===== src/rtl/rv_opnd_bypass_pkg.sv =====
// Shared types for the ALU1 operand stage: bypass select struct, slot state, source indices.
package rv_opnd_bypass_pkg;

    localparam int unsigned RV_BP_NSRC = 4;

    // Counter/one-hot index order; lowest index is the highest-priority source
    localparam int unsigned RV_BP_SRC_ALU2    = 0;
    localparam int unsigned RV_BP_SRC_MEMORY  = 1;
    localparam int unsigned RV_BP_SRC_WRITE   = 2;
    localparam int unsigned RV_BP_SRC_WR_BACK = 3;

    typedef struct packed {
        logic alu2;
        logic memory;
        logic write;
        logic wr_back;
    } ctrl_rs_bp_t;

    typedef enum logic [1:0] {
        SLOT_EMPTY = 2'd0,
        SLOT_LIVE  = 2'd1,
        SLOT_HELD  = 2'd2
    } slot_state_e;

    // Priority-resolve a bypass select to one-hot: alu2 > memory > write > wr_back
    function automatic logic [RV_BP_NSRC-1:0] bp_winner(input ctrl_rs_bp_t bp);
        logic [RV_BP_NSRC-1:0] w;
        w = '0;
        if (bp.alu2)         w[RV_BP_SRC_ALU2]    = 1'b1;
        else if (bp.memory)  w[RV_BP_SRC_MEMORY]  = 1'b1;
        else if (bp.write)   w[RV_BP_SRC_WRITE]   = 1'b1;
        else if (bp.wr_back) w[RV_BP_SRC_WR_BACK] = 1'b1;
        return w;
    endfunction

endpackage


===== src/rtl/rv_opnd_slot.sv =====
// One ALU1 operand slot: registered decode operand, bypass mux, and EMPTY/LIVE/HELD state.
module rv_opnd_slot
    import rv_opnd_bypass_pkg::*;
#(
    parameter int unsigned XLEN = 32
) (
    input  logic            clk,
    input  logic            reset_n,
    input  logic            dec_valid,
    input  logic [XLEN-1:0] dec_data,
    input  logic            stall,
    input  logic            flush,
    input  ctrl_rs_bp_t     bp,
    input  logic [XLEN-1:0] alu2_data,
    input  logic [XLEN-1:0] memory_data,
    input  logic [XLEN-1:0] write_data,
    input  logic [XLEN-1:0] wr_back_data,
    output slot_state_e     state,
    output logic [XLEN-1:0] rs_c
);

    slot_state_e           state_q, state_d;
    logic [XLEN-1:0]       opnd_q, opnd_d;
    logic [RV_BP_NSRC-1:0] win;

    always_ff @(posedge clk) begin
        if (!reset_n) begin
            state_q <= SLOT_EMPTY;
            opnd_q  <= '0;
        end else begin
            state_q <= state_d;
            opnd_q  <= opnd_d;
        end
    end

    // Operand resolve: a held value ignores the bypass selects entirely
    always_comb begin
        win  = bp_winner(bp);
        rs_c = opnd_q;
        if (state_q != SLOT_HELD) begin
            if (win[RV_BP_SRC_ALU2])         rs_c = alu2_data;
            else if (win[RV_BP_SRC_MEMORY])  rs_c = memory_data;
            else if (win[RV_BP_SRC_WRITE])   rs_c = write_data;
            else if (win[RV_BP_SRC_WR_BACK]) rs_c = wr_back_data;
        end
    end

    // Flush beats stall; stall captures the resolved value so producers can move on
    always_comb begin
        state_d = state_q;
        opnd_d  = opnd_q;
        if (flush) begin
            state_d = SLOT_EMPTY;
            opnd_d  = '0;
        end else if (stall) begin
            opnd_d = rs_c;
            if (state_q == SLOT_LIVE) state_d = SLOT_HELD;
        end else begin
            opnd_d  = dec_data;
            state_d = dec_valid ? SLOT_LIVE : SLOT_EMPTY;
        end
    end

    assign state = state_q;

endmodule


===== src/rtl/rv_opnd_bypass.sv =====
// ALU1 operand stage: registers decode operands and applies ALU2/MEMORY/WRITE/WR_BACK forwarding.
// Optional bypass-hit counters under RV_BYPASS_PERF_EN.
module rv_opnd_bypass
    import rv_opnd_bypass_pkg::*;
#(
    parameter int unsigned XLEN   = 32
`ifdef RV_BYPASS_PERF_EN
   ,parameter int unsigned PERF_W = 32
`endif
) (
    input  logic              i_clk,
    input  logic              i_reset_n,
    input  logic              i_dec_valid,
    input  logic [XLEN-1:0]   i_dec_rs1_data,
    input  logic [XLEN-1:0]   i_dec_rs2_data,
    input  logic              i_stall,
    input  logic              i_flush,
    input  ctrl_rs_bp_t       i_rs1_bp,
    input  ctrl_rs_bp_t       i_rs2_bp,
    input  logic [XLEN-1:0]   i_alu2_data,
    input  logic [XLEN-1:0]   i_memory_data,
    input  logic [XLEN-1:0]   i_write_data,
    input  logic [XLEN-1:0]   i_wr_back_data,
`ifdef RV_BYPASS_PERF_EN
    output logic [4*PERF_W-1:0] o_perf_bp_cnt,
`endif
    output logic              o_valid,
    output logic [XLEN-1:0]   o_rs1,
    output logic [XLEN-1:0]   o_rs2
);

    slot_state_e rs1_state, rs2_state;

    rv_opnd_slot #(.XLEN(XLEN)) u_rs1 (
        .clk          (i_clk),
        .reset_n      (i_reset_n),
        .dec_valid    (i_dec_valid),
        .dec_data     (i_dec_rs1_data),
        .stall        (i_stall),
        .flush        (i_flush),
        .bp           (i_rs1_bp),
        .alu2_data    (i_alu2_data),
        .memory_data  (i_memory_data),
        .write_data   (i_write_data),
        .wr_back_data (i_wr_back_data),
        .state        (rs1_state),
        .rs_c         (o_rs1)
    );

    rv_opnd_slot #(.XLEN(XLEN)) u_rs2 (
        .clk          (i_clk),
        .reset_n      (i_reset_n),
        .dec_valid    (i_dec_valid),
        .dec_data     (i_dec_rs2_data),
        .stall        (i_stall),
        .flush        (i_flush),
        .bp           (i_rs2_bp),
        .alu2_data    (i_alu2_data),
        .memory_data  (i_memory_data),
        .write_data   (i_write_data),
        .wr_back_data (i_wr_back_data),
        .state        (rs2_state),
        .rs_c         (o_rs2)
    );

    // Both slots move in lockstep; either one's state gives the instruction's validity
    assign o_valid = (rs1_state != SLOT_EMPTY) && (rs2_state != SLOT_EMPTY);

`ifdef RV_BYPASS_PERF_EN
    logic                  rs1_live, rs2_live;
    logic [RV_BP_NSRC-1:0] rs1_hit, rs2_hit;
    logic [PERF_W-1:0]     cnt_q [RV_BP_NSRC];

    // Only a live slot that actually advances this cycle consumes its source
    assign rs1_live = (rs1_state == SLOT_LIVE) && !i_stall && !i_flush;
    assign rs2_live = (rs2_state == SLOT_LIVE) && !i_stall && !i_flush;
    assign rs1_hit  = bp_winner(i_rs1_bp) & {RV_BP_NSRC{rs1_live}};
    assign rs2_hit  = bp_winner(i_rs2_bp) & {RV_BP_NSRC{rs2_live}};

    always_ff @(posedge i_clk) begin
        for (int i = 0; i < int'(RV_BP_NSRC); i++) begin
            if (!i_reset_n) cnt_q[i] <= '0;
            else            cnt_q[i] <= cnt_q[i] + PERF_W'(rs1_hit[i]) + PERF_W'(rs2_hit[i]);
        end
    end

    for (genvar g = 0; g < int'(RV_BP_NSRC); g++) begin : g_perf
        assign o_perf_bp_cnt[g*PERF_W +: PERF_W] = cnt_q[g];
    end
`endif

endmodule


===== config.mk =====
export PLATFORM = sky130hd
export DESIGN_NAME = rv_opnd_bypass
export DESIGN_NICKNAME = d
export VERILOG_FILES = /design/src/rtl/rv_opnd_bypass_pkg.sv /design/src/rtl/rv_opnd_slot.sv /design/src/rtl/rv_opnd_bypass.sv
export SDC_FILE = /design/constraint.sdc
export NUM_CORES = 1
export LEC_CHECK = 0
export CAP_MARGIN = 15
export CORE_MARGIN = 10
export CORE_UTILIZATION = 49
export CTS_CLUSTER_SIZE = 40
export DETAILED_ROUTE_END_ITERATION = 16
export PLACE_DENSITY = 0.89
export SYNTH_ARGS = -nofsm -noshare
export SYNTH_HDL_FRONTEND = slang
export SYNTH_HIERARCHICAL = 1
export SYNTH_SLANG_ARGS = --single-unit

===== constraint.sdc =====
create_clock -name i_clk -period 4.29 [get_ports i_clk]
set_input_delay 0.429 -clock i_clk [delete_from_list [all_inputs] [get_ports i_clk]]
set_output_delay 0.429 -clock i_clk [all_outputs]
set_load 0.05 [all_outputs]

==> impl_results.md, run 1 <==
- Status: finished, final reports clean
- Power Density: 257 nW/um2
- Tmin final: 3390 ps
- Clk_lat worst skew: 340 ps
- CTS Buffer Depth: 2
- Final Setup Violations: 0
- Initial Util: 49.9%
- Drt first pass iters: 5
- WS Path Type: primary input to output pin
- Initial DRC count: 918
- Number of synthesis warnings: 6
- Largest net degree at the start of global routing: 94
- Clk sinks: 68
- GRT Total Usage: 27.8%
- Antenna violations before repair: 1
- Root buffer cell: clkbuf_16
- Crit-path slowest cell: or4b_2
- Final net count: 1240
- Most frequent CP cell: buf_4
- Area Growth Syn to Fin: 39.1%
- H-tree depth: 3
- HPWL after detailed placement: 19.3 mm
- Max VDD drop: 0.191 mV
- Syn_area_per_cell: 8.25 um2
- Final hold slack: 550 ps
- Worst-margin pin slew: 1180 ps
- Yosys top cell by area: dfxtp_1
- Main synth FF type: dfxtp_1
- Synth unique cells: 28
- Async set-or-reset flop fraction in the synthesized netlist: 0%
- Synth area leaders: dfxtp_1 20%, a221oi_2 13%, o2111ai_2 13%
- DR vias: 7942
- DIE WIDTH: 139 um
- Std cell rows: 43
- Setup TNS: 0 ps
- Mux cell area share after synthesis: 0%
- WP data arrival: 2960 ps
- DR vias/cell: 6.50
- Yosys reg bits: 68
- Syn Inst Count: 837
- Routed len/inst: 23.4 um
- Critical Path RT: 3860 ps
- Fin area: 9610 um2
- Peak per-stage delay on the critical path: 900 ps
- Worst clock skew: 9.12 ps
- Final Slew Violations: 0
- First-pass GRT wire length: 44.3 mm
- Combinational family with the most area after synthesis: compound AO/OA/AOI/OAI gates
- Share of cells above drive strength 1: 22.2%
- Synth Area in XOR/XNOR: 0%
- Max-Cap Viols: 0
- RSZ-0062 raised after global routing: no
- CTS buffer count: 9
- Max_slew headroom: 21.5%
- Share of synthesized cell area in full adder, half adder and majority cells: 0%
- I/O Buffers: 269
- Ports: 270
- RD Place Congestion: 0.897
- Post-Synth Simple-Gate Area: 20.7%
- Worst Path Max Fanout: 19
- Endpoint class of the critical path: output pin
- Fmax: 0.295 GHz
- CTS tree: yes
- Post-CTS sizing: 0
- Hold crit path type: flop to flop
- Filler Cells Inserted: 1096
- Startpoint Class: primary input
- Vias in the first global route: 7819
- Core area: 13800 um2
- Synth Area in Compound Gates: 49.2%
- Hold_buf cts: 0
- Post-synth EDFFs: 0
- Detail Route Antenna Nets: 0
- Detailed Route WL: 28.5 mm
- Fin crit share: 79.0%
- Die outline height: 139 um
- Sequential-to-total area share from yosys stat: 19.7%
- Post-CTS Repair Setup Buffers: 0
- P_leak: 3.91 nW
- Placed Area: 9320 um2
- Fin. Hold Viols: 0
- Crit-path cells: clkdlybuf4s50_1, or4b_2, buf_4, o2111ai_1, a221oi_1, a21o_1, buf_4
- Synthesized cell area: 6910 um2
- Die area: 19200 um2
- Total grt overflow: 0
- Top cell type's share of synthesized area: 19.7%
- DRC: 0
- Synth Net Count: 1042
- Reg clk slew, reported paths: 50 ps
==> routing by layer <==
metal  wire [um]  global-route usage [%]  up-vias  share of wire, %
met5           0                       0        -                 0
met1       11500                    34.6     3800                40
li1            -                       -     3550                 -
met3        2700                    6.54       78               9.5
met2       13100                    44.1      514                46
met4        1230                    13.6        0               4.3
==> flip-flops by register name (all words and copies together) (netlist names) <==
register / cells
u_rs1/opnd_q: 32
u_rs2/opnd_q: 32
u_rs1/state: 2
u_rs2/state: 2
==> cells in the final DEF (no fill, tap or decap), drive strengths merged <==
master and count:
nor2b 4, nor2 12, nand3b 4, or4b 2, a21o 62, a221oi 64
nand3 2, o31ai 2, clkbuf 12, o221a 62, o2111ai 62, o211ai 4
nand2b 66, or3 62, clkinvlp 1, a21oi 62, diode 1, clkdlybuf4s50 200
nor3 2, nand2 130, inv 66, buf 85, a21boi 2, clkinv 3
dfxtp 68, o22a 1
==> worst paths after layout <==
kind                                    start                           to  slack, ps  depth (start not counted)
setup / recovery                  i_rs2_bp[0]                    o_rs2[31]        900                          7
hold / removal    u_rs1/state[1]$_SDFFE_PP0P_  u_rs1/state[1]$_SDFFE_PP0P_        550                          2
setup reg to reg  u_rs1/state[1]$_SDFFE_PP0P_  u_rs1/opnd_q[31]$_SDFF_PP0_       2200                          4
hold reg to reg   u_rs1/state[1]$_SDFFE_PP0P_  u_rs1/state[1]$_SDFFE_PP0P_        550                          2
==> kinds of logic after synthesis <==
logic type             Yosys count
AO/OA/AOI/OAI                  321
buffers and inverters          164
flip-flops                      68
AND/OR/NAND/NOR                284
==> where the power goes <==
group | leakage (nW) | internal [mW] | switching (mW)
Sequential | 0.559 | 0.666 | 0.0277
Clock | 0.144 | 0.436 | 0.304
Combinational | 3.20 | 0.448 | 0.591
==> final cells by class <==
cell class / count / area (um2) / share of cell area [%]
well taps: 180 / 225 / 2.34
repair buffers: 285 / 2630 / 27.3
diodes: 1 / 2.50 / 0.0260
clock buffers: 12 / 267 / 2.77
multi-input cells: 605 / 4860 / 50.5
inverters: 66 / 248 / 2.58
clock inverters: 4 / 22.5 / 0.234
flip-flops and latches: 68 / 1360 / 14.2
==> cells in the mapped netlist (6+ instances only) <==
| cell type | count |
|---|---|
| nand2_1 | 130 |
| or3_1 | 62 |
| buf_6 | 8 |
| nand2b_1 | 66 |
| clkbuf_4 | 6 |
| nor2_1 | 12 |
| clkbuf_1 | 62 |
| buf_1 | 6 |
| o221a_1 | 60 |
| inv_1 | 66 |
| o2111ai_2 | 60 |
| a21oi_1 | 62 |
| dfxtp_1 | 68 |
| a21o_1 | 62 |
| a221oi_2 | 60 |
| buf_2 | 16 |
==> critical path: cells and delay by family <==
family	cells	cell delay (ps)
AO/OA/AOI/OAI	3	580
buffers and inverters	3	1030
AND/OR/NAND/NOR	1	900
==> metrics by stage <==
step	total power [mW]	std cells	util, %	setup WS (ps)
after floorplan	1.33	837	-	1860
after global placement	1.72	1204	67.4	945
after detailed placement	1.73	1204	67.4	911
after CTS	2.47	1220	69.5	907
after global routing	2.57	1221	69.5	797
final	2.47	1221	69.5	900
Note: power is estimated with default switching activity, not from simulation.
==> run 2: changes to the inputs <==
CORE_UTILIZATION = 45   (was 49)
PLACE_DENSITY = 0.82   (was 0.89)
clock period = 3.2 ns   (was 4.29 ns; I/O delays follow)
==> impl_results.md, run 2 (same netlist as run 1, synthesis figures left out) <==
- Final Slew Violations: 0
- Highest-count cells in the layout ignoring fill and taps: 198 x clkdlybuf4s50_1, 130 x nand2_1, 86 x buf_4
- R2r worst-path depth: 4
- Share of cells above drive strength 1: 22.7%
- Buf/Inv on CP: 3
- Power Density: 334 nW/um2
- HPWL after detailed placement: 20.3 mm
- Hold crit path type: flop to flop
- Std cell rows: 45
- Hold Path Depth: 2
- Die area: 20700 um2
- Max_slew headroom: 38.7%
- I/O Buffers: 269
- Detail Route Antenna Nets: 0
- CTS buffer count: 9
- DR vias/cell: 6.21
- Tmin final: 2820 ps
- Largest net degree at the start of global routing: 68
- Worst Hold End: u_rs2/state[0]$_SDFFE_PP0P_
- Detailed Route WL: 28.5 mm
- DR vias: 7692
- Antenna violations before repair: 2
- WP data arrival: 2500 ps
- Initial Util: 45.6%
- Reg clk slew, reported paths: 60 ps
- Post-CTS sizing: 0
- First-pass GRT wire length: 43.0 mm
- Clk_lat worst skew: 340 ps
- P_leak: 3.96 nW
- RD Place Congestion: 0.866
- DIE WIDTH: 144 um
- Ports: 270
- Clk sinks: 68
- Final net count: 1251
- Peak per-stage delay on the critical path: 610 ps
- GRT Total Usage: 26.2%
- RSZ-0062 raised after global routing: no
- H-tree depth: 3
- WS Path Type: primary input to output pin
- Largest regs: u_rs1/opnd_q x32, u_rs2/opnd_q x32
- Setup TNS: 0 ps
- R2r setup slk: 1410 ps
- Hold_buf cts: 0
- Total grt overflow: 0
- Die outline height: 144 um
- Endpoint class of the critical path: output pin
- Root buffer cell: clkbuf_16
- Fin crit share: 88.2%
- Core area: 15100 um2
- Worst clock skew: 7.03 ps
- Hold_sp: u_rs2/state[1]$_SDFFE_PP0P_
- Final Setup Violations: 0
- Most frequent CP cell: buf_4
- Vias in the first global route: 7657
- CTS tree: yes
- Crit-path cells: clkdlybuf4s50_1, or4b_2, buf_4, o2111ai_1, a221oi_1, a21o_1, buf_4
- Fmax: 0.354 GHz
- Area Growth Syn to Fin: 40.9%
- Initial DRC count: 601
- Worst-margin pin slew: 920 ps
- Worst Path Max Fanout: 16
- Max VDD drop: 0.244 mV
- Commonest non-fill, non-tap cell in the layout: clkdlybuf4s50_1
- CTS Buffer Depth: 2
- Worst path top cell family by delay: buffers and inverters
- Critical R2R Capture: u_rs1/opnd_q[2]$_SDFF_PP0_
- Crit-path slowest cell: or4b_2
- Fin. Hold Viols: 0
- Status: finished, final reports clean
- Critical Path RT: 2880 ps
- Post-CTS Repair Setup Buffers: 0
- DRC: 0
- Layout Utilization: 64.3%
- Critical R2R Launch: u_rs1/state[1]$_SDFFE_PP0P_
- Max-Cap Viols: 0
- Startpoint Class: primary input
- Routed len/inst: 23.0 um
- Drt first pass iters: 5
## run 2: cell count changes in the layout (fill, tap and decap cells not counted)
cell / previous run / this run
buf_4: 79 / 86
buf_12: 0 / 6
clkinv_2: 3 / 0
clkbuf_1: 0 / 2
clkbuf_8: 3 / 1
clkdlybuf4s50_1: 200 / 198
diode_2: 1 / 3
clkinvlp_4: 1 / 0
## run 2: metal layers
layer	global-route usage [%]	vias up	share of wire, %
li1	-	3577	-
met1	32.0	3642	40
met2	42.3	410	47
met3	7.95	63	9.7
met4	9.78	0	3.1
met5	0	-	0
## run 2: stage by stage
stage	instance area, um2	worst slack [ps]	cells	power (mW)	hold slack [ps]
after floorplan	6910	993	837	1.78	461
after global placement	9480	445	1223	2.33	514
after detailed placement	9480	392	1223	2.34	531
after CTS	9720	388	1235	3.26	542
after global routing	9730	305	1237	3.38	596
final	9730	377	1238	3.25	545
## run 2: worst max path at each step
stage	startpoint	end	cells past startpoint
global placement	i_rs2_bp[0]	o_rs2[31]	7
floorplan	i_rs1_bp[1]	o_rs1[29]	6
finish	i_rs2_bp[0]	o_rs2[31]	7
CTS	i_rs2_bp[0]	o_rs2[31]	7
detailed placement	i_rs2_bp[0]	o_rs2[31]	7
global route	i_rs2_bp[0]	o_rs2[31]	7
## run 2: final cells by class
| type | instances | area [um2] |
|---|---|---|
| diodes | 3 | 7.51 |
| inverters | 66 | 248 |
| flip-flops and latches | 68 | 1360 |
| repair buffers | 296 | 2780 |
| well taps | 188 | 235 |
| multi-input cells | 605 | 4860 |
| fillers | 1279 | 5410 |
| clock buffers | 12 | 246 |
## run 2: power by group
group          internal [mW]  switching [mW]
clock network          0.529           0.382
registers              0.894          0.0352
logic                  0.616           0.794
total                   2.04            1.21
## run 2: worst register-to-register path, stage by stage (launching register included)
cell      delay (ps)
dfxtp_1          400
nor2b_4          540
buf_4            370
a221oi_2          90
o221a_1          280
==> run 3: changes to the inputs <==
PLACE_DENSITY = not set   (was 0.82)
PLACE_DENSITY_LB_ADDON = 0.08   (was not set)
==> impl_results.md, run 3 (same netlist as run 1, synthesis figures left out) <==
- Worst path top cell family by delay: buffers and inverters
- Detail Route Antenna Nets: 0
- Total grt overflow: 0
- First-pass GRT wire length: 42.0 mm
- Fin crit share: 88.5%
- Power Density: 345 nW/um2
- Status: finished, final reports clean
- Highest-count cells in the layout ignoring fill and taps: 198 x clkdlybuf4s50_1, 130 x nand2_1, 84 x buf_4
- Detailed Route WL: 27.5 mm
- Endpoint class of the critical path: output pin
- Hold_buf cts: 0
- Total power: 3.36 mW
- Die area: 20700 um2
- Max_slew headroom: 39.5%
- Hold crit path type: flop to flop
- Worst-margin pin slew: 907 ps
- CTS Buffer Depth: 2
- Initial Util: 45.6%
- DIE WIDTH: 144 um
- RSZ-0062 raised after global routing: no
- Core area: 15100 um2
- Final net count: 1247
- P_leak: 3.96 nW
- WS Path Type: primary input to output pin
- Most frequent CP cell: buf_4
- Setup TNS: 0 ps
- Tmin final: 2830 ps
- Buf/Inv on CP: 3
- Post-CTS Repair Setup Buffers: 0
- I/O Buffers: 269
- Fmax: 0.353 GHz
- Die outline height: 144 um
- Area Growth Syn to Fin: 40.9%
- Clk sinks: 68
- Largest net degree at the start of global routing: 77
- Root buffer cell: clkbuf_16
- Reg clk slew, reported paths: 60 ps
- Initial DRC count: 515
- Worst Path Max Fanout: 31
- Peak per-stage delay on the critical path: 590 ps
- Final Setup Violations: 0
- Commonest non-fill, non-tap cell in the layout: clkdlybuf4s50_1
- DRC: 0
- Post-CTS sizing: 0
- CTS tree: yes
- DR vias/cell: 6.00
- Largest regs: u_rs1/opnd_q x32, u_rs2/opnd_q x32
- GRT Total Usage: 25.4%
- Drt first pass iters: 5
- Fin. Hold Viols: 0
- Max VDD drop: 0.281 mV
- Share of cells above drive strength 1: 22.7%
- CTS buffer count: 9
- H-tree depth: 3
- Std cell rows: 45
- WP data arrival: 2510 ps
- Ports: 270
- Clk_lat worst skew: 340 ps
- Worst clock skew: 11.9 ps
- Max-Cap Viols: 0
- Final Slew Violations: 0
- HPWL after detailed placement: 19.4 mm
- DR vias: 7439
- RD Place Congestion: 0.854
- Startpoint Class: primary input
- Antenna violations before repair: 4
- Routed len/inst: 22.2 um
- Crit-path slowest cell: or4b_2
- Vias in the first global route: 7371
- Critical Path RT: 2880 ps
- Crit-path cells: clkdlybuf4s50_1, or4b_2, buf_4, o2111ai_1, a221oi_1, a21o_1, buf_4
-- run 3: final timing paths --
| check | start | to | slack (ps) | cells past startpoint |
|---|---|---|---|---|
| max | i_rs2_bp[0] | o_rs2[31] | 370 | 7 |
| min | u_rs1/state[1]$_SDFFE_PP0P_ | u_rs1/state[1]$_SDFFE_PP0P_ | 540 | 2 |
| max reg2reg | u_rs2/state[1]$_SDFFE_PP0P_ | u_rs2/opnd_q[6]$_SDFF_PP0_ | 1530 | 4 |
| min reg2reg | u_rs1/state[1]$_SDFFE_PP0P_ | u_rs1/state[1]$_SDFFE_PP0P_ | 540 | 2 |
-- run 3: layer usage --
| layer | wire length, um | vias to the layer above | GRT usage, % |
|---|---|---|---|
| li1 | - | 3570 | - |
| met1 | 11700 | 3505 | 32.5 |
| met2 | 12900 | 337 | 40.3 |
| met3 | 2480 | 27 | 7.36 |
| met4 | 449 | 0 | 7.74 |
| met5 | 0 | - | 0 |
-- run 3: area by class of cell --
class / count / area [um2]
antenna: 4 / 10.0
clock buffer: 12 / 246
clock inverter: 4 / 48.8
fill: 1330 / 5420
inverter: 66 / 248
multi-input combinational: 605 / 4860
sequential: 68 / 1360
tap: 188 / 235
timing repair buffer: 292 / 2720
-- run 3: power breakdown --
group	switching (mW)	internal [mW]
clock network	0.407	0.625
logic	0.785	0.614
registers	0.0355	0.893
total	1.23	2.13
-- run 3: worst min-delay path, stage by stage (launching register included) --
cell and delay, ps:
dfxtp_1 340, nor2_1 110, nor2_1 40
-- run 3: through the flow --
step           worst slack (ps)  utilization [%]  instance area [um2]  hold slack (ps)  instances
3_5_place_dp                389             62.2                 9420              523       1219
6_report                    368             64.2                 9730              536       1239
5_1_grt                     269             64.2                 9730              577       1238
3_3_place_gp                384             62.2                 9420              517       1219
2_1_floorplan               993                -                 6910              461        837
4_1_cts                     382             64.2                 9720              531       1235
==> RTL change 1: new RTL, config.mk and constraints of run 3 <==
Add a define of `RV_BYPASS_PERF_EN`.
--- a/src/rtl/rv_opnd_bypass.sv
+++ b/src/rtl/rv_opnd_bypass.sv
@@ -1,5 +1,7 @@
 // ALU1 operand stage: registers decode operands and applies ALU2/MEMORY/WRITE/WR_BACK forwarding.
 // Optional bypass-hit counters under RV_BYPASS_PERF_EN.
+`define RV_BYPASS_PERF_EN
+
 module rv_opnd_bypass
     import rv_opnd_bypass_pkg::*;
 #(
Check against the original RTL (old outputs only; new: o_perf_bp_cnt): equivalent (Yosys induction, for registers that start in step).
==> RTL change 1 against run 3 <==
Synthesized area grew 88%; register-to-register slack lost 1.3 ns; routed wire length grew 83%; hold slack lost 0.19 ns; global-route usage grew 1.2 points; worst setup slack lost 0.18 ns; power grew 87%; cell area grew 86%; sequential cell count grew 128; sequential share of layout area grew 7.7 points; largest cell class unchanged.
==> RTL change 1: results (changes against run 3) <==
metric;value;unit;change
status;finished, final reports clean;;
most frequent cells after synthesis;196 x dfxtp_1, 181 x nand2_1, 119 x a21oi_1;;
H-tree depth;4;;+1
Peak supply drop;0.314;mV;+12%
total number of yosys warnings;6;;unchanged
vias in the first global route;13667;;+85%
switching share of total power;32.0;%;-4.5 points
initial antenna violation count;22;;+18
clock slew seen by the registers of the worst setup and hold paths;0.08;ns;+0.02 ns
asr flop ratio synth;0;%;unchanged
CP delay by family, top;simple AND/OR/NAND/NOR gates;;
ys flop type;dfxtp_1;;
Max FO, Critical Path;14;;-55%
gpl congestion;0.896;;+4.9%
drt pass-1 iters;7;;+2
Fillers;2492;;+87%
total CTS buffers;17;;+8
DRT iter0 DRCs;902;;+75%
first-pass GRT wire length;77100;µm;+84%
Netlist cell types;54;;+93%
Final nets;2115;;+70%
synth top area cells;dfxtp_1 30%, a221oi_2 6.9%, o2111ai_2 6.9%, nand2_1 5.2%, o221a_1 5.2%;;
post-route insts no fill;2318;;+87%
largest net degree at the start of global routing;94;;+22%
proportion of layout cells with a drive suffix above 1;16.8;%;-5.9 points
worst hold path class;in2reg;;
GR Util All Layers;26.6;%;+1.2 points
Synth Instances;1547;;+85%
syn_nets;1760;;+69%
critical path arrival;3.39;ns;+0.88 ns
Max-slew headroom;36.9;%;-2.6 points
register area share after synthesis;30.2;%;+10 points
CP peak stage delay;0.53;ns;-0.06 ns
Post-synth EDFFs;0;;unchanged
CTS root buf;clkbuf_16;;
Layout Skew;0.0112;ns;-0.000698 ns
Clock Tree Buf Depth;2;;unchanged
IO Port Bufs;397;;+48%
Largest regs;cnt_q x128, u_rs1/opnd_q x32, u_rs2/opnd_q x32;;
DR vias/cell;5.91;;-1.6%
DR WL/cell;21.8;µm;-2.0%
hpwl dp;36400;µm;+88%
clock network latency to the later pin of the worst-skew pair;0.45;ns;+0.11 ns
slowest cell on the critical path;or4_4;;
Leakage;6.68;nW;+68%
-- RTL change 1: final timing paths --
path                  startpoint            to  slack [ns]  cells past startpoint
setup reg to reg  u_rs2/state[1]  cnt_q[0][30]        0.19                     11
hold / removal       i_rs1_bp[3]   cnt_q[0][0]        0.35                      4
setup / recovery  u_rs2/state[1]  cnt_q[0][30]        0.19                     11
hold reg to reg     cnt_q[3][31]  cnt_q[3][31]        0.48                      2
-- RTL change 1: cells by family after synthesis --
| family | synth area share, % |
|---|---|
| AOI/OAI and AO/OA | 31.8 |
| buffers and inverters | 7.15 |
| and+or+nand+nor | 25.9 |
| muxes | 1.00 |
| xor gates and xnor gates | 2.96 |
| adders and majority gates | 1.00 |
| DFF | 30.2 |
-- RTL change 1: layout make-up --
type	instances	area, µm²	area share (%)
clock inverters	13	161	0.894
multi-input cells	1134	8250	45.7
clock buffers	19	443	2.45
well taps	384	480	2.66
inverters	85	319	1.77
repair buffers	468	4430	24.6
diodes	19	47.5	0.263
flip-flops and latches	196	3930	21.7
-- RTL change 1: stage by stage --
stage	cell area, µm²	util, %	setup WS [ns]
after floorplan	13000	-	0.0986
after global placement	17300	60.6	-0.519
after detailed placement	17300	60.6	-0.559
after CTS	18000	62.7	0.0159
after global routing	18000	63.0	0.00242
final	18100	63.1	0.189
-- RTL change 1: routing by layer --
| layer | vias up | GRT usage (%) | share of wire [%] |
|---|---|---|---|
| li1 | 6508 | - | - |
| met1 | 6633 | 31.5 | 40 |
| met2 | 468 | 42.8 | 47 |
| met3 | 82 | 9.21 | 9.5 |
| met4 | 6 | 11.7 | 3.1 |
| met5 | - | 0 | 0.079 |
-- RTL change 1: power groups by stage --
stage               clock network (mW)  logic (mW)  registers, mW
finish                            2.26        1.50           2.52
global route                      2.39        1.58           2.52
CTS                               2.30        1.49           2.51
detailed placement                   0        1.48           2.57
global placement                     0        1.47           2.57
floorplan                            0       0.880           2.57
-- RTL change 1: repair_timing --
action / in CTS / in global routing
buffers inserted: 0 / 1
hold buffers: 0 / 0
pin swaps: 0 / 3
hold endpoints to repair: 0 / 0
gates resized for setup: 3 / 12
setup endpoints to repair: 18 / 27
-- RTL change 1: worst reg2reg max path, stage by stage, from the launching register on --
cell and delay [ns]:
dfxtp_2 0.33, nor4b_2 0.27, buf_4 0.15, buf_4 0.10, nand2_1 0.07, fa_1 0.46, inv_1 0.12, ha_1 0.24
nand4_2 0.11, or4_4 0.53, or4_1 0.43, a21oi_1 0.14
==> RTL change 2: new RTL, config.mk and constraints of run 3 <==
Without the edit above. `XLEN` is set to 32 in 2 places; all go to 16.
--- a/src/rtl/rv_opnd_slot.sv
+++ b/src/rtl/rv_opnd_slot.sv
@@ -2,7 +2,7 @@
 module rv_opnd_slot
     import rv_opnd_bypass_pkg::*;
 #(
-    parameter int unsigned XLEN = 32
+    parameter int unsigned XLEN = 16
 ) (
     input  logic            clk,
     input  logic            reset_n,
--- a/src/rtl/rv_opnd_bypass.sv
+++ b/src/rtl/rv_opnd_bypass.sv
@@ -3,7 +3,7 @@
 module rv_opnd_bypass
     import rv_opnd_bypass_pkg::*;
 #(
-    parameter int unsigned XLEN   = 32
+    parameter int unsigned XLEN   = 16
 `ifdef RV_BYPASS_PERF_EN
    ,parameter int unsigned PERF_W = 32
 `endif
Ports: changed (8 resized); port bits go from 270 to 142. The function was not compared with the original's and may differ.
==> RTL change 2 against run 3 <==
Non-clock buffer count down 137; power down 52%; sequential cell count down 32; cell area down 50%; critical path depth unchanged; count of clock-buffer cells in the layout down 5; routed wire length down 54%; synthesized area down 56%; final cell count down 48%; worst setup slack better by 0.22 ns; die area down 50%; critical endpoint is now o_rs2[4].
==> RTL change 2: results (changes against run 3) <==
metric;value;unit;change
status;finished, final reports clean;;
GR Util All Layers;23.4;%;-2.0 points
Inverters;32;;-52%
fraction of area in multi-input gates;40.9;%;-9.0 points
IO Port Bufs;141;;-48%
number of synthesized register bits;36;;-47%
CTS root buf;clkbuf_8;;
initial antenna violation count;0;;-4
Max FO, Critical Path;13;;-58%
Peak supply drop;0.210;mV;-25%
syn_nets;558;;-46%
DR WL/cell;19.5;µm;-12%
CLK BUF;7;;-5
clock network latency to the later pin of the worst-skew pair;0.30;ns;-0.04 ns
reg2reg start;u_rs1/state[1];;
Multi-In Gates;341;;-44%
WHS;0.500;ns;-0.0365 ns
most frequent cells after synthesis;68 x nor2_1, 64 x nand2_1, 36 x dfxtp_1;;
DRT iter0 DRCs;249;;-52%
via count;3883;;-48%
proportion of layout cells with a drive suffix above 1;13.7;%;-9.1 points
hpwl dp;9980;µm;-48%
ys flop type;dfxtp_1;;
register area;721;µm²;-47%
Final nets;680;;-45%
RR Endpoint;u_rs1/opnd_q[3];;
synth top area cells;dfxtp_1 24%, a221o_1 10%, nor2_1 8.5%, a211oi_2 8.3%, nand2_1 8.0%;;
slowest cell on the critical path;clkdlybuf4s50_1;;
critical path arrival;2.29;ns;-0.22 ns
nonclk buf count;155;;-47%
Netlist cell types;26;;-7.1%
Hold Path Origin;u_rs1/opnd_q[15];;
total CTS buffers;5;;-4
Leakage;1.94;nW;-51%
clock network area share;2.00;%;-1.0 points
ant diodes;0;;-4
Fillers;526;;-60%
total number of yosys warnings;6;;unchanged
register area share after synthesis;23.9;%;+4.2 points
fraction of area in non-clock buffers;37.7;%;+9.7 points
drt pass-1 iters;6;;+1
H-tree depth;2;;-1
CP peak stage delay;0.76;ns;+0.17 ns
gpl congestion;1.01;;+18%
Max-slew headroom;32.4;%;-7.2 points
R2R setup slack;1.50;ns;-0.03 ns
Layout Skew;0.00790;ns;-0.00398 ns
Reg2Reg Depth;5;;+1
vias in the first global route;3878;;-47%
Worst Hold Path EP;u_rs1/opnd_q[15];;
-- RTL change 2: cell families after synthesis --
| group | share of synthesized area (%) |
|---|---|
| flops | 23.9 |
| simple gates | 20.3 |
| buf+inv | 10.7 |
| compound gates | 44.4 |
| mux | 0.664 |
-- RTL change 2: where the power goes --
group	total [mW]	leakage (nW)	internal, mW	switching, mW
sequential	0.484	0.296	0.471	0.0132
combinational	0.750	1.59	0.360	0.390
clock	0.363	0.0503	0.192	0.171
total	1.60	1.94	1.02	0.575
-- RTL change 2: how the worst max path moves through the flow --
stage          slack [ns]  cells past startpoint        start   endpoint
2_1_floorplan        1.30                      4  i_rs1_bp[0]  o_rs1[13]
3_3_place_gp         0.74                      7  i_rs1_bp[2]   o_rs1[9]
3_5_place_dp         0.64                      7  i_rs1_bp[2]  o_rs1[10]
4_1_cts              0.63                      7  i_rs1_bp[2]  o_rs1[10]
5_1_grt              0.32                      5  i_rs2_bp[3]  o_rs2[13]
6_report             0.59                      7  i_rs2_bp[2]   o_rs2[4]
-- RTL change 2: routing by layer --
metal,global-route usage (%),up-vias,share of wire (%)
met4,11.6,0,4.1
met1,24.6,1810,37
met3,7.42,38,9.4
li1,-,1861,-
met2,41.6,174,50
met5,0,-,0
-- RTL change 2: worst max-delay path, delay by kind of cell --
kind,cells,cell delay [ns]
AOI/OAI and AO/OA,2,0.26
and+or+nand+nor,2,0.51
buffers and inverters,3,1.19
-- RTL change 2: through the flow --
step / cell area (µm²) / util [%] / setup slack [ns] / cells
finish: 4830 / 75.2 / 0.591 / 648
global route: 4830 / 75.2 / 0.325 / 648
CTS: 4830 / 75.2 / 0.634 / 648
detailed placement: 4730 / 73.7 / 0.644 / 641
global placement: 4730 / 73.7 / 0.740 / 641
floorplan: 3010 / - / 1.30 / 449
